File: config.mk
export PLATFORM = sky130hd
export DESIGN_NAME = port_tx_queue
export DESIGN_NICKNAME = d
export VERILOG_FILES = /design/src/rtl/port_tx_queue_pkg.sv /design/src/rtl/port_tx_queue_sync_fifo.sv /design/src/rtl/port_tx_queue.sv
export SDC_FILE = /design/constraint.sdc
export NUM_CORES = 1
export LEC_CHECK = 0
export ABC_AREA = 1
export CORE_ASPECT_RATIO = 0.6
export CORE_MARGIN = 8
export CORE_UTILIZATION = 30
export DETAILED_ROUTE_END_ITERATION = 12
export PLACE_DENSITY_LB_ADDON = 0.12
export SYNTH_ARGS = -nofsm -noshare
export SYNTH_HDL_FRONTEND = slang
export SYNTH_SLANG_ARGS = --single-unit
export TNS_END_PERCENT = 50
File: constraint.sdc
create_clock -name clk -period 2.5 [get_ports clk]
set_input_delay 0.25 -clock clk [delete_from_list [all_inputs] [get_ports clk]]
set_output_delay 0.25 -clock clk [all_outputs]
set_load 0.005 [all_outputs]
File: src/rtl/port_tx_queue_pkg.sv
// Shared types and helpers for the buffered serial transmit port.
package port_tx_queue_pkg;

    // Serializer states; PARITY is only visited when parity is enabled.
    typedef enum logic [2:0] {
        ST_IDLE,
        ST_LOAD,
        ST_START,
        ST_DATA,
        ST_PARITY,
        ST_STOP
    } tx_state_e;

    // Ceiling log2 usable in port and localparam widths (returns 0 for 1).
    function automatic int clog2(input int value);
        int res;
        res = 0;
        for (int i = 0; i < 31; i++) begin
            if ((1 << i) < value) begin
                res = i + 1;
            end
        end
        return res;
    endfunction

endpackage

File: src/rtl/port_tx_queue_sync_fifo.sv
// Synchronous FIFO with registered flags and registered read data.
// Read data appears on dout the cycle after r is accepted (no fall-through).
module sync_fifo
    import port_tx_queue_pkg::*;
#(
    parameter int DATA_W = 8,
    parameter int DEPTH  = 16
) (
    input  logic                  clk,
    input  logic                  reset,
    input  logic                  w,
    input  logic                  r,
    input  logic [DATA_W-1:0]     din,
    output logic [DATA_W-1:0]     dout,
    output logic                  is_full,
    output logic                  is_empty,
    output logic [clog2(DEPTH):0] count,
    output logic                  overflow
);

    localparam int AW = clog2(DEPTH);
    localparam logic [AW:0]   CNT_ONE  = (AW + 1)'(1);
    localparam logic [AW:0]   CNT_FULL = (AW + 1)'(DEPTH);
    localparam logic [AW-1:0] PTR_ONE  = AW'(1);

    logic [DATA_W-1:0] mem_q [DEPTH];
    logic [DATA_W-1:0] dout_q;
    logic [AW-1:0]     wr_ptr_q, rd_ptr_q;
    logic [AW:0]       count_q, count_d;
    logic              full_q, empty_q, overflow_q;
    logic              wr_en, rd_en;

    // A full FIFO refuses writes even when a pop happens in the same cycle.
    assign wr_en = w && !full_q;
    assign rd_en = r && !empty_q;

    // Occupancy bookkeeping; simultaneous accept and pop leave it unchanged.
    always_comb begin
        count_d = count_q;
        if (wr_en && !rd_en) begin
            count_d = count_q + CNT_ONE;
        end else if (rd_en && !wr_en) begin
            count_d = count_q - CNT_ONE;
        end
    end

    // Storage array and registered read port; contents need no reset.
    always_ff @(posedge clk) begin
        if (wr_en) begin
            mem_q[wr_ptr_q] <= din;
        end
        if (rd_en) begin
            dout_q <= mem_q[rd_ptr_q];
        end
    end

    // Pointers, count and flags.
    always_ff @(posedge clk) begin
        if (reset) begin
            wr_ptr_q   <= '0;
            rd_ptr_q   <= '0;
            count_q    <= '0;
            full_q     <= 1'b0;
            empty_q    <= 1'b1;
            overflow_q <= 1'b0;
        end else begin
            if (wr_en) begin
                wr_ptr_q <= wr_ptr_q + PTR_ONE;
            end
            if (rd_en) begin
                rd_ptr_q <= rd_ptr_q + PTR_ONE;
            end
            count_q    <= count_d;
            full_q     <= (count_d == CNT_FULL);
            empty_q    <= (count_d == '0);
            overflow_q <= w && full_q;
        end
    end

    assign dout     = dout_q;
    assign is_full  = full_q;
    assign is_empty = empty_q;
    assign count    = count_q;
    assign overflow = overflow_q;

endmodule

File: src/rtl/port_tx_queue.sv
// Buffered UART transmitter: write-side FIFO drained autonomously by a
// serializer. Frames are start, DATA_W bits LSB first, optional parity, stop.
module port_tx_queue
    import port_tx_queue_pkg::*;
#(
    parameter int DATA_W       = 8,
    parameter int DEPTH        = 16,
    parameter int CLKS_PER_BIT = 16,
    parameter int PARITY_EN    = 0,
    parameter int PARITY_ODD   = 0
) (
    input  logic                  clk,
    input  logic                  reset,
    input  logic                  w,
    input  logic [DATA_W-1:0]     din,
    output logic                  is_full,
    output logic                  is_empty,
    output logic [clog2(DEPTH):0] count,
    output logic                  overflow,
    output logic                  tx,
    output logic                  tx_busy,
    output logic                  tx_done
);

    localparam int BAUD_W = (CLKS_PER_BIT > 1) ? clog2(CLKS_PER_BIT) : 1;
    localparam int BIT_W  = (DATA_W > 1) ? clog2(DATA_W) : 1;
    localparam logic [BAUD_W-1:0] BAUD_ONE  = BAUD_W'(1);
    localparam logic [BAUD_W-1:0] BAUD_LAST = BAUD_W'(CLKS_PER_BIT - 1);
    localparam logic [BAUD_W-1:0] BAUD_PRE  = BAUD_W'(CLKS_PER_BIT - 2);
    localparam logic [BIT_W-1:0]  BIT_ONE   = BIT_W'(1);
    localparam logic [BIT_W-1:0]  BIT_LAST  = BIT_W'(DATA_W - 1);
    localparam logic              PAR_ODD   = (PARITY_ODD != 0);

    tx_state_e         state_q, state_d;
    logic [BAUD_W-1:0] baud_q, baud_d;
    logic [BIT_W-1:0]  bit_q, bit_d;
    logic [DATA_W-1:0] shift_q, shift_d;
    logic              parity_q, parity_d;
    logic              tx_q, tx_d;
    logic              busy_q, busy_d;
    logic              done_q, done_d;

    logic              fifo_rd;
    logic [DATA_W-1:0] fifo_dout;
    logic              fifo_empty;

    sync_fifo #(
        .DATA_W (DATA_W),
        .DEPTH  (DEPTH)
    ) u_fifo (
        .clk      (clk),
        .reset    (reset),
        .w        (w),
        .r        (fifo_rd),
        .din      (din),
        .dout     (fifo_dout),
        .is_full  (is_full),
        .is_empty (fifo_empty),
        .count    (count),
        .overflow (overflow)
    );

    assign is_empty = fifo_empty;

    // Serializer next state; tx_d is the line level for the following cycle
    // so the pin is driven straight from a flop.
    always_comb begin
        state_d  = state_q;
        baud_d   = baud_q;
        bit_d    = bit_q;
        shift_d  = shift_q;
        parity_d = parity_q;
        tx_d     = tx_q;
        busy_d   = busy_q;
        done_d   = 1'b0;
        fifo_rd  = 1'b0;
        case (state_q)
            ST_IDLE: begin
                tx_d = 1'b1;
                if (!fifo_empty) begin
                    fifo_rd = 1'b1;
                    busy_d  = 1'b1;
                    state_d = ST_LOAD;
                end
            end
            ST_LOAD: begin
                shift_d  = fifo_dout;
                parity_d = (^fifo_dout) ^ PAR_ODD;
                baud_d   = '0;
                tx_d     = 1'b0;
                state_d  = ST_START;
            end
            ST_START: begin
                if (baud_q == BAUD_LAST) begin
                    baud_d  = '0;
                    bit_d   = '0;
                    tx_d    = shift_q[0];
                    state_d = ST_DATA;
                end else begin
                    baud_d = baud_q + BAUD_ONE;
                end
            end
            ST_DATA: begin
                if (baud_q == BAUD_LAST) begin
                    baud_d = '0;
                    if (bit_q == BIT_LAST) begin
                        if (PARITY_EN != 0) begin
                            tx_d    = parity_q;
                            state_d = ST_PARITY;
                        end else begin
                            tx_d    = 1'b1;
                            state_d = ST_STOP;
                        end
                    end else begin
                        bit_d   = bit_q + BIT_ONE;
                        shift_d = shift_q >> 1;
                        tx_d    = shift_d[0];
                    end
                end else begin
                    baud_d = baud_q + BAUD_ONE;
                end
            end
            ST_PARITY: begin
                if (baud_q == BAUD_LAST) begin
                    baud_d  = '0;
                    tx_d    = 1'b1;
                    state_d = ST_STOP;
                end else begin
                    baud_d = baud_q + BAUD_ONE;
                end
            end
            ST_STOP: begin
                tx_d = 1'b1;
                // Registered pulse lands on the final stop-bit cycle.
                if (baud_q == BAUD_PRE) begin
                    done_d = 1'b1;
                end
                if (baud_q == BAUD_LAST) begin
                    baud_d = '0;
                    if (!fifo_empty) begin
                        fifo_rd = 1'b1;
                        state_d = ST_LOAD;
                    end else begin
                        busy_d  = 1'b0;
                        state_d = ST_IDLE;
                    end
                end else begin
                    baud_d = baud_q + BAUD_ONE;
                end
            end
            default: begin
                tx_d    = 1'b1;
                busy_d  = 1'b0;
                state_d = ST_IDLE;
            end
        endcase
    end

    // Serializer registers; reset abandons any frame in flight.
    always_ff @(posedge clk) begin
        if (reset) begin
            state_q  <= ST_IDLE;
            baud_q   <= '0;
            bit_q    <= '0;
            shift_q  <= '0;
            parity_q <= 1'b0;
            tx_q     <= 1'b1;
            busy_q   <= 1'b0;
            done_q   <= 1'b0;
        end else begin
            state_q  <= state_d;
            baud_q   <= baud_d;
            bit_q    <= bit_d;
            shift_q  <= shift_d;
            parity_q <= parity_d;
            tx_q     <= tx_d;
            busy_q   <= busy_d;
            done_q   <= done_d;
        end
    end

    assign tx      = tx_q;
    assign tx_busy = busy_q;
    assign tx_done = done_q;

endmodule
## Yosys cells after proc, flatten, opt, wreduce, memory -nomap -nowiden

Memory sizes are Yosys's and may differ from the RTL's. A register that Yosys moved wholly into a read port is not among the register bits.
Cells that the tools add are included.

| storage, ports and cells | value |
|---|---|
| register bits after elaboration | 37 |
| latch bits | 0 |
| bits in writable memories | 128 |
| ROM bits | 0 |
| output and inout port bits | 11 |
| memories | 1 |

Memory list:

| name | words | bits a word | read ports | clocked after Yosys merged registers in | wr ports | line | source |
|---|---|---|---|---|---|---|---|
| u_fifo.mem_q | 16 | 8 | 1 | 1 | 1 | port_tx_queue_sync_fifo.sv:26 | `logic [DATA_W-1:0] mem_q [DEPTH];` |

| cells by class | value |
|---|---|
| add/sub/neg operators | 6 |
| multipliers | 0 |
| div/mod/pow operators | 0 |
| order comparisons | 0 |
| equal/unequal tests | 17 |
| shift-type cells | 0 |
| muxes and demuxes | 34 |
| bitwise operators | 2 |
| reduce and logical (&&, ||, !) cells | 22 |

Operators by type and width:

| kind | count |
|---|---|
| $mux W3 | 9 |
| $pmux W3 S6 | 1 |
| $mux W8 | 2 |
| $pmux W8 S2 | 1 |
| $ne A2 B2 Y1 const B | 7 |
| $mux W1 | 13 |
| $add A4 B1 Y4 const B | 3 |
| $mux W5 | 2 |
| $eq A3 B3 Y1 const B | 3 |
| $eq A4 B4 Y1 const B | 2 |
| $pmux W4 S2 | 1 |
| $reduce_and A4 Y1 | 2 |
| $reduce_or A4 Y1 | 2 |
| $eq A3 B2 Y1 const B | 2 |
| $pmux W3 S2 | 1 |
| $reduce_and A3 Y1 | 2 |
| $reduce_and A6 Y1 | 1 |
| $reduce_bool A2 Y1 | 3 |
| $add A5 B1 Y5 const B | 1 |
| $eq A5 B5 Y1 const B | 1 |
| $logic_and A1 B1 Y1 | 5 |
| $logic_not A5 Y1 | 1 |
| $sub A5 B1 Y5 const B | 1 |
| $logic_not A1 Y1 | 4 |
| 10 further kinds | 11 |

## Longest topological paths before layout

| depth | value |
|---|---|
| word-level depth | 8 |
| mapped depth | 13 |
| gate-level depth less buffers | 13 |

## Cells and area by module

A second synthesis with hierarchy kept.

| second synthesis, totals | value |
|---|---|
| cell total of the unflattened synthesis | 684 |
| area, all modules | 7368.3 µm² |

Modules (own cells, without submodules):

| module | times used | cells an instance | area an instance (µm²) | sequential area each (µm²) |
|---|---|---|---|---|
| sync_fifo | 1 | 500 | 6132.1 | 4404.2 |
| port_tx_queue | 1 | 184 | 1236.2 | 420.4 |

## Least setup slack after synthesis

OpenSTA, ideal clock, no wires.

| timing path | value |
|---|---|
| path type | register -> register |
| start point | reg u_fifo.full_q (netlist: u_fifo.is_full) |
| end point | mem u_fifo.mem_q[3][0] (enable) |
| library setup time | 0.370 ns |
| arrival time | 1.219 ns |
| data required time | 2.130 ns |
| path slack | 0.911 ns |
| cell stages (with the launch flop) | 6 |
| clock period less this slack | 1.589 ns |
| cell sequence | dfxtp_1 > nor2_1 > inv_1 > nor2_1 > nand2_1 > nor2_1 |

| on the way | value |
|---|---|
| word-level cells in the longest chain between the ends | 4 |

Ends and longest elaborated chain:

| item | line | source |
|---|---|---|
| from (decl) | port_tx_queue_sync_fifo.sv:30 | `logic full_q, empty_q, overflow_q;` |
| from (signal assigned) | port_tx_queue_sync_fifo.sv:74 | `full_q <= (count_d == CNT_FULL);` |
| $logic_not A1 Y1 | port_tx_queue_sync_fifo.sv:34 | `assign wr_en = w && !full_q;` |
| $logic_and A1 B1 Y1 | port_tx_queue_sync_fifo.sv:34 |  |
| $mux W1 | port_tx_queue_sync_fifo.sv:49 | `if (wr_en) begin` |
| $mux W1 (implied by the code) | port_tx_queue_sync_fifo.sv:50 | `mem_q[wr_ptr_q] <= din;` |
| to (decl) | port_tx_queue_sync_fifo.sv:26 |  |

No other way between the ends.

==> flow_metrics.py <==
metrics = {
    "finish": {
        "finalNonFillerCells": 1019,
        "regArea_mm2": 0.004826,
        "antenna_cells": 0,
        "area_growth_pct": 17.76,
        "final_util_pct": 35.74,
        "drive_gt1_share_pct": 13.49,
        "layout_commonest_cell": "edfxtp_1",
        "final_cell_mix": "136 x edfxtp_1, 89 x nor2_1, 76 x o21ai_0, 75 x nand2_1, 36 x dfxtp_1",
        "filler_cell_count": 2377,
        "stdcell_area_mm2": 0.008579,
        "nets": 708,
        "multiInputGateArea_mm2": 0.002167,
    },
    "detailed_routing": {
        "vias_per_cell": 4.869,
        "drc": 0,
        "first_pass_iters": 4,
        "post_drt_wl_per_cell_um": 18.48,
        "drtIter0Drc": 332,
        "finalWirelength_um": 18830,
        "drtAntennaViolNets": 0,
        "route.vias.total": 4962,
    },
    "grt": {
        "grt_pass1_wl_um": 28610,
        "antenna_found_initial": 0,
        "first_global_vias": 4809,
        "grt_use_total_pct": 13.00,
        "grt_max_degree": 36,
        "grt-ovfl-total": 0,
    },
    "timing": {
        "slew_headroom_pct": 42.03,
        "fin_ws_ns": 0.5141,
        "finalSetupViolCount": 0,
        "tightest_slew_ns": 0.8668,
        "slew_violations": 0,
        "fmax_mhz": 503.5,
        "period_share_pct": 79.44,
        "finalClockSkew_ns": 0.009123,
        "whs_ns": 0.3800,
        "hold_viol_final": 0,
        "grt_setup_unrepaired": "false",
        "fin_crit_ns": 1.986,
        "finalSetupTns_ns": 0,
    },
    "power": {
        "leakage_nw": 3.022,
        "ir_worst_vdd_uv": 458.7,
        "comb_power_share_pct": 28.9,
        "pwr-share-clk_pct": 29.2,
        "power-per-cell-area_mw_per_mm2": 1010,
        "p_int_mw": 5.712,
        "p_seq_share_pct": 41.8,
        "p_sw_mw": 2.953,
        "p_sw_share_pct": 34.08,
        "power_mw": 8.665,
    },
    "yosys": {
        "post_synth_num_cell_types": 38,
        "netlist_instances": 639,
        "synth_seq_cells": 173,
        "synth_nets": 663,
        "ys.warnings.count": 0,
        "yosysSeqAreaShare_pct": 66.22,
        "avgSynthCellArea_um2": 11.40,
        "syn_area_mm2": 0.007286,
    },
    "die": {
        "rows": 44,
        "die_x_um": 217.2,
        "initial_core_util_pct": 30.35,
        "die_h_um": 136.7,
        "fp.coreArea_mm2": 0.02400,
        "pin_count": 22,
        "fp.dieArea_mm2": 0.02969,
    },
    "hold_path": {
        "hp-class": "input port to flip-flop",
    },
    "status": {
        "outcome": "completed",
    },
    "worst_setup_path": {
        "worst-path-buf-inv": 2,
        "cp-start-kind": "flip-flop",
        "criticalPathCategory": "flip-flop to flip-flop",
        "crit_required_ns": 2.68,
        "crit_fanout": 32,
        "cp_top_family": "compound AO/OA/AOI/OAI gates",
        "cp_slowest_cell": "dfxtp_2",
        "cp_cell_sequence": "clkinv_1 -> buf_4 -> o21ai_0 -> o221ai_1 -> nand3_1 -> nand2_1",
        "cp_slowest_stage_delay_ns": 0.52,
        "cp-end-kind": "flip-flop",
        "worstPathArrival_ns": 2.17,
    },
    "place": {
        "place_ws_ns": 0.4302,
        "dp_hpwl_um": 12990,
        "dp.cells": 987,
        "io_buffers": 21,
        "place.gp.congestion": 0.8208,
        "placed_area_mm2": 0.008023,
    },
    "cts": {
        "post_cts_resized": 0,
        "postCtsSetupBuffers": 0,
        "cts_buffers": 17,
        "clock_path_buffers": 2,
        "htree_levels": 4,
        "cts_root_buf": "clkbuf_16",
        "path_clk_slew_ns": 0.07,
        "cts_tree": "yes",
        "clock_latency_ns": 0.43,
        "postCtsHoldBufs": 0,
        "cts.sinks": 173,
    },
    "job": {
        "max_cap_viol_count": 0,
    },
}
## worst min-delay path: cells and delay by family
family	cells	cell delay, ns
and+or+nand+nor	2	0.09
buffers and inverters	1	0.42
## flip-flops by register name, summed over array words and instances (netlist names)
| register | count |
|---|---|
| baud_q | 4 |
| bit_q | 3 |
| shift_q | 8 |
| state_q | 3 |
| tx | 1 |
| tx_busy | 1 |
| tx_done | 1 |
| u_fifo.count | 5 |
| u_fifo.dout | 8 |
| u_fifo.is_empty | 1 |
| u_fifo.is_full | 1 |
| u_fifo.mem_q | 128 |
| u_fifo.overflow | 1 |
| u_fifo.rd_ptr_q | 4 |
| u_fifo.wr_ptr_q | 4 |
## area by class of cell
cell class	instances	area share [%]
clock inverter	14	1.488
inverter	41	1.794
sequential	173	56.25
timing repair buffer	56	5.513
tap	322	4.696
multi-input combinational	395	25.26
clock buffer	18	5.002
## path summary, 6_finish.rpt
check	start	to	slack, ns	depth (start not counted)
setup / recovery	u_fifo.rd_ptr_q[0]	u_fifo.dout[0]	0.51	6
hold / removal	w	u_fifo.overflow	0.38	3
setup reg to reg	u_fifo.rd_ptr_q[0]	u_fifo.dout[0]	0.51	6
hold reg to reg	shift_q[7]	shift_q[7]	0.47	2
## per-layer routing
| layer | wire length, µm | part of all wire (%) | GRT usage (%) |
|---|---|---|---|
| met2 | 7683 | 41 | 18.14 |
| met1 | 10070 | 54 | 19.67 |
| met5 | 0 | 0 | 0 |
| met3 | 791 | 4.2 | 2.472 |
| met4 | 278 | 1.5 | 4.416 |
## power groups by stage
stage	sequential [mW]	clock, mW	combinational (mW)
floorplan	3.61	0	1.72
global placement	3.69	0	2.51
detailed placement	3.69	0	2.51
CTS	3.63	2.59	2.52
global route	3.66	2.71	2.81
finish	3.62	2.53	2.51
## synthesized netlist by cell type (all sizes together)
| master | n | area (µm²) |
|---|---|---|
| a31oi | 7 | 43.79 |
| nand2 | 78 | 324.1 |
| clkbuf | 25 | 103.9 |
| nor2 | 95 | 371.6 |
| a32oi | 1 | 8.760 |
| edfxtp | 136 | 4084 |
| or2 | 2 | 12.51 |
| a21oi | 26 | 141.4 |
| o211a | 1 | 10.01 |
| ha | 13 | 162.7 |
| xor2 | 2 | 17.52 |
| o21ai | 81 | 409.1 |
| nor3 | 5 | 25.02 |
| nand3 | 39 | 242.7 |
| dfxtp | 37 | 740.7 |
| o211ai | 2 | 15.01 |
| xnor2 | 1 | 8.760 |
| o22ai | 3 | 25.02 |
| nand3b | 2 | 40.04 |
| o221ai | 30 | 262.8 |
| clkinv | 4 | 15.01 |
| a31o | 1 | 8.760 |
| inv | 37 | 138.9 |
| nand4 | 6 | 37.54 |
| buf | 5 | 36.28 |
## logic make-up after synthesis
family / Yosys count / share of synthesized area, %
adders and majority gates: 13 / 2.233
xor gates and xnor gates: 3 / 0.3607
DFF: 173 / 66.22
AOI/OAI and AO/OA: 152 / 12.69
and+or+nand+nor: 227 / 14.46
buffers and inverters: 71 / 4.036
Power figures use the tool's default switching activity.
